$ cat src/rtl/instr_fetch_pkg.sv
// Shared CPU definitions for the fetch stage: FSM encoding, reset PC default and PC step.
package instr_fetch_pkg;

    typedef enum logic [1:0] {
        StFetch   = 2'd0,
        StWait    = 2'd1,
        StIssue   = 2'd2,
        StResolve = 2'd3
    } fetch_state_e;

    localparam logic [63:0] DEFAULT_RESET_PC = 64'h0;
    localparam logic [63:0] PC_INCREMENT     = 64'd4;

endpackage

$ cat src/rtl/next_pc.sv
// Next-PC selection: branch target (word offset scaled to bytes) or sequential PC.
module next_pc
    import instr_fetch_pkg::*;
(
    input  logic [63:0] instr_pc,
    input  logic [63:0] br_offset,
    input  logic        taken,
    output logic [63:0] pc_next
);

    // Both sums wrap modulo 2^64.
    always_comb begin
        if (taken) begin
            pc_next = instr_pc + (br_offset << 2);
        end else begin
            pc_next = instr_pc + PC_INCREMENT;
        end
    end

endmodule

$ cat src/rtl/instr_fetch.sv
// Instruction fetch stage: requests a word, holds it for decode, then waits for branch
// resolution to pick the next PC before fetching again.
module instr_fetch
    import instr_fetch_pkg::*;
#(
    parameter logic [63:0] RESET_PC = DEFAULT_RESET_PC
) (
    input  logic        CLK,
    input  logic        Reset,
    output logic        imem_req,
    output logic [63:0] imem_addr,
    input  logic        imem_rvalid,
    input  logic [31:0] imem_rdata,
    output logic        instr_valid,
    input  logic        instr_ready,
    output logic [31:0] instr,
    output logic [10:0] opcode,
    output logic [63:0] instr_pc,
    input  logic        br_valid,
    input  logic        branch,
    input  logic        uncond_branch,
    input  logic        zero,
    input  logic [63:0] br_offset,
    output logic [31:0] retired
);

    fetch_state_e state_q, state_d;
    logic [63:0]  pc_q, pc_d;
    logic [31:0]  instr_q, instr_d;
    logic [63:0]  instr_pc_q, instr_pc_d;
    logic [31:0]  retired_q, retired_d;
    logic         taken;
    logic [63:0]  pc_next;

    assign taken = uncond_branch | (branch & zero);

    next_pc u_next_pc (
        .instr_pc  (instr_pc_q),
        .br_offset (br_offset),
        .taken     (taken),
        .pc_next   (pc_next)
    );

    always_comb begin
        state_d    = state_q;
        pc_d       = pc_q;
        instr_d    = instr_q;
        instr_pc_d = instr_pc_q;
        retired_d  = retired_q;
        unique case (state_q)
            StFetch: begin
                state_d = StWait;
            end
            StWait: begin
                if (imem_rvalid) begin
                    instr_d    = imem_rdata;
                    instr_pc_d = pc_q;
                    state_d    = StIssue;
                end
            end
            StIssue: begin
                if (instr_ready) begin
                    state_d = StResolve;
                end
            end
            StResolve: begin
                if (br_valid) begin
                    pc_d    = pc_next;
                    state_d = StFetch;
                    if (retired_q != 32'hFFFF_FFFF) begin
                        retired_d = retired_q + 32'd1;
                    end
                end
            end
            default: state_d = StFetch;
        endcase
    end

    always_ff @(posedge CLK or posedge Reset) begin
        if (Reset) begin
            state_q    <= StFetch;
            pc_q       <= RESET_PC;
            instr_q    <= 32'h0;
            instr_pc_q <= 64'h0;
            retired_q  <= 32'h0;
        end else begin
            state_q    <= state_d;
            pc_q       <= pc_d;
            instr_q    <= instr_d;
            instr_pc_q <= instr_pc_d;
            retired_q  <= retired_d;
        end
    end

    // The request is masked while reset is held so the idle FETCH state never leaks out.
    assign imem_req    = (state_q == StFetch) && !Reset;
    assign imem_addr   = pc_q;
    assign instr_valid = (state_q == StIssue);
    assign instr       = instr_q;
    assign opcode      = instr_q[31:21];
    assign instr_pc    = instr_pc_q;
    assign retired     = retired_q;

endmodule

$ cat config.mk
export PLATFORM = sky130hd
export DESIGN_NAME = instr_fetch
export DESIGN_NICKNAME = d
export VERILOG_FILES = /design/src/rtl/instr_fetch_pkg.sv /design/src/rtl/next_pc.sv /design/src/rtl/instr_fetch.sv
export SDC_FILE = /design/constraint.sdc
export NUM_CORES = 1
export LEC_CHECK = 0
export CAP_MARGIN = 20
export CORE_MARGIN = 4
export CORE_UTILIZATION = 50
export CTS_BUF_LIST = sky130_fd_sc_hd__clkbuf_4
export CTS_CLUSTER_SIZE = 14
export DETAILED_ROUTE_END_ITERATION = 8
export PLACE_DENSITY = 0.88
export SLEW_MARGIN = 20
export SYNTH_ARGS = -nofsm -noshare
export SYNTH_HDL_FRONTEND = slang
export SYNTH_SLANG_ARGS = --single-unit
$ cat constraint.sdc
create_clock -name CLK -period 12.03 [get_ports CLK]
set_clock_uncertainty 0.2 [all_clocks]
set_input_delay 2.406 -clock CLK [delete_from_list [all_inputs] [get_ports CLK]]
set_output_delay 2.406 -clock CLK [all_outputs]
set_load 0.02 [all_outputs]
==> metrics.md <==
| Metric | Value |
|---|---|
| Port Buf Inserts | `306` |
| Io pins | `309` |
| Worst vdd ir | `~0.00016 V` |
| Placeable Area | `22,600 µm²` |
| Pwr dens | `235 nW/µm²` |
| Setup CP Type | `input pin to flop` |
| Leak pwr | `approximately 0.0065 µW` |
| Site row count | `55` |
| Largest net degree at the start of global routing | `141` |
| Top cells by area, synth | `dfrtp_1 (42%), mux2_2 (9.7%), ha_1 (7.2%)` |
| Remaining antenna violation count | `0` |
| Type of origin of the critical path | `input pin` |
| Setup crit end | `imem_addr[56]$_DFFE_PP0P_` |
| Avg Cell Area, Syn | `9.75 µm²` |
| CTS clk-pin slew, worst paths | `0.19 ns` |
| NumNets Final | `roughly 1,600` |
| Clk_lat worst skew | `0.58 ns` |
| Initial drt markers | `between 600 and 700` |
| CP startpoint | `branch` |
| Overflow after GRT | `0` |
| Die W | `159 µm` |
| Arr. time, crit path | `7.10 ns` |
| Post-CTS Setup Bufs | `0` |
| Reg2Reg Launch Point | `instr_pc[2]$_DFFE_PP0P_` |
| CP Cell Sequence | `clkdlybuf4s50_1, a21oi_4, buf_4, or2_2, ha_1, inv_1, fa_1, nand2b_1, a21oi_2, o21ai_1, a211o_1, a211o_1, a211oi_2, nor2_2, o31a_1, or4_1, nand3_1` |
| Vias per Instance | `5.70` |
| Mapped Area | `11,400 µm²` |
| TritonCTS clock tree | `built` |
| Least-Margin Pin Slew | `0.944 ns` |
| CTS resizes | `0` |
| Top cell by count, worst path | `a211o_1` |
| Crit path required time | `between 10 and 15 ns` |
| CP max-delay cell | `buf_4` |
| GRT Overall Usage | `0.244` |
| F_max | `147 MHz` |
| Crit-path max FO | `62` |
| Final Wtd Congestion | `0.910` |
| Post-synth EDFFs | `0` |
| Clk buf depth | `2` |
| Tcrit/Tclk final | `0.564` |
| Synthesized instance count | `1,172` |
| Most frequent cell after synthesis | `dfrtp_1` |
| Ys async rst share | `1.00` |
| Die ar. | `25,300 µm²` |
| DRT Pass-1 Iters | `5` |
| DIE HEIGHT | `159 µm` |
| Final TNS setup | `0 ns` |
| # Max-Cap Violations | `0` |
| Number of buffers created by CTS | `17` |
| Total routed wirelength | `31.5 mm` |
| Slowest stage delay, CP | `0.61 ns` |
| DR DRC count | `0` |
| YS warnings | `0` |
| CP Capture Type | `flop` |
| Yosys cell types | `56` |
| Cell accounting for the most synthesized area | `dfrtp_1` |
| Vias | `9,860` |
| H-tree depth | `4` |
| R2R Path End | `imem_addr[56]$_DFFE_PP0P_` |
| Yosys reg bits | `a little under 200` |
| Setup-failing EPs final | `0` |
| Post-synth top area share | `0.425` |
| Slew Limit Headroom | `0.370` |
| Minimum clock period | `just under 7 ns` |
| Pins Over Slew Limit | `0` |
| RSZ-0062 raised after global routing | `no` |
| Ys flop type | `dfrtp_1` |
| Synthesis-to-finish area growth | `30.6%` |
| Post-synthesis sequential area ratio | `0.425` |
| First-pass GRT wire length | `51.4 mm` |
| DR WL/cell | `18.2 µm` |
| Post-synth top cells | `dfrtp_1 (194), nand2_1 (130), mux2_2 (98)` |
| Post-DP HPWL | `23.7 mm` |
| Clk sinks | `194` |
| Root buffer cell | `clkbuf_4` |
| Layout cell share with drive strength beyond 1 | `0.104` |
| Post-CTS Hold Fix Bufs | `0` |
| R2R setup slack | `8.09 ns` |
| Layout Utilization | `0.661` |
| Final hold violation count | `0` |
| Initial antenna violation count | `2` |
| Initial Util | `0.506` |
| Vias in the first global route | `about 10,000` |
| Worst hold path type | `flop to flop` |
| Syn nets | `1,343` |
| Worst R2R Path Depth | `13` |
| Status | `finished clean` |
## flip-flops by register name (all words and copies together) (netlist names)
name,cells
imem_addr,64
instr,32
state_q,2
instr_pc,64
retired,32
## layer usage
metal | global-route usage | wire, µm | up-vias
met5 | 0 | 12 | -
met3 | 0.0445 | 1820 | 73
met2 | 0.406 | 14900 | 402
li1 | - | - | 4666
met4 | 0.104 | 1180 | 2
met1 | 0.316 | 13500 | 4717
## cell type report
type,instances,area (µm²)
antenna,1,2.50
clock buffer,17,128
clock inverter,15,191
fill,1774,7650
inverter,30,120
multi-input combinational,878,6170
sequential,194,4850
tap,285,357
timing repair buffer,311,3100
## critical path: cells and delay by family
family          cells  cell delay [ns]
simple gates        5             1.14
fa+ha+maj           2             0.56
compound gates      7             1.85
buf+inv             3             1.11
## worst min path at each step
stage | startpoint | to | slack (ns) | cells past startpoint
finish | retired[7]$_DFFE_PP0P_ | retired[7]$_DFFE_PP0P_ | 0.31 | 1
global route | retired[30]$_DFFE_PP0P_ | retired[30]$_DFFE_PP0P_ | 0.33 | 1
CTS | retired[30]$_DFFE_PP0P_ | retired[30]$_DFFE_PP0P_ | 0.31 | 1
detailed placement | retired[7]$_DFFE_PP0P_ | retired[7]$_DFFE_PP0P_ | 0.28 | 1
global placement | instr_pc[0]$_DFFE_PP0P_ | imem_addr[0]$_DFFE_PP0P_ | 0.27 | 2
floorplan | instr_pc[0]$_DFFE_PP0P_ | imem_addr[0]$_DFFE_PP0P_ | 0.26 | 2
## power by group
group          internal (µW)  total, µW  switching, µW
Sequential               896       1100            205
Clock                   99.3        369            270
Combinational            946       2030           1090
Total                   1940       3500           1560
## cells in the final DEF (no fill, tap or decap), types with 6 or more instances in the layout
cell type / count
o21bai_1: 16
nand2b_1: 6
o21ai_0: 91
a31oi_1: 6
a21oi_1: 76
ha_1: 66
nand3_1: 28
xnor2_1: 55
nand4_1: 30
clkbuf_4: 17
clkinv_8: 8
nor2_1: 38
xor2_1: 32
dfrtp_1: 194
nor2b_1: 69
a21o_1: 30
and3_1: 8
o211ai_1: 6
o31ai_1: 6
mux2_2: 98
nor3_1: 13
nand2_1: 128
clkdlybuf4s50_1: 306
inv_1: 29
## per-stage QoR
stage                     cell area [µm²]  hold slack [ns]  total power, µW  setup slack (ns)  instances
final                               14900            0.306             3500              5.25       1731
after global routing                14900            0.332             3730              5.11       1731
after CTS                           14900            0.306             3520              5.32       1730
after detailed placement            14600            0.280             3140              4.67       1698
after global placement              14600            0.266             3080              4.77       1698
after floorplan                     11400            0.256             2330              4.14       1172
## kinds of logic (layout without fill, tap and decap cells)
group	after synthesis	after routing	synth area share
AOI/OAI and AO/OA	274	274	0.147
muxes	98	98	0.0966
and+or+nand+nor	352	352	0.154
xor gates and xnor gates	87	87	0.0667
buffers and inverters	100	373	0.0375
DFF	194	194	0.425
adders and majority gates	67	67	0.0740
other	0	1	0
Power figures use the tool's default switching activity.
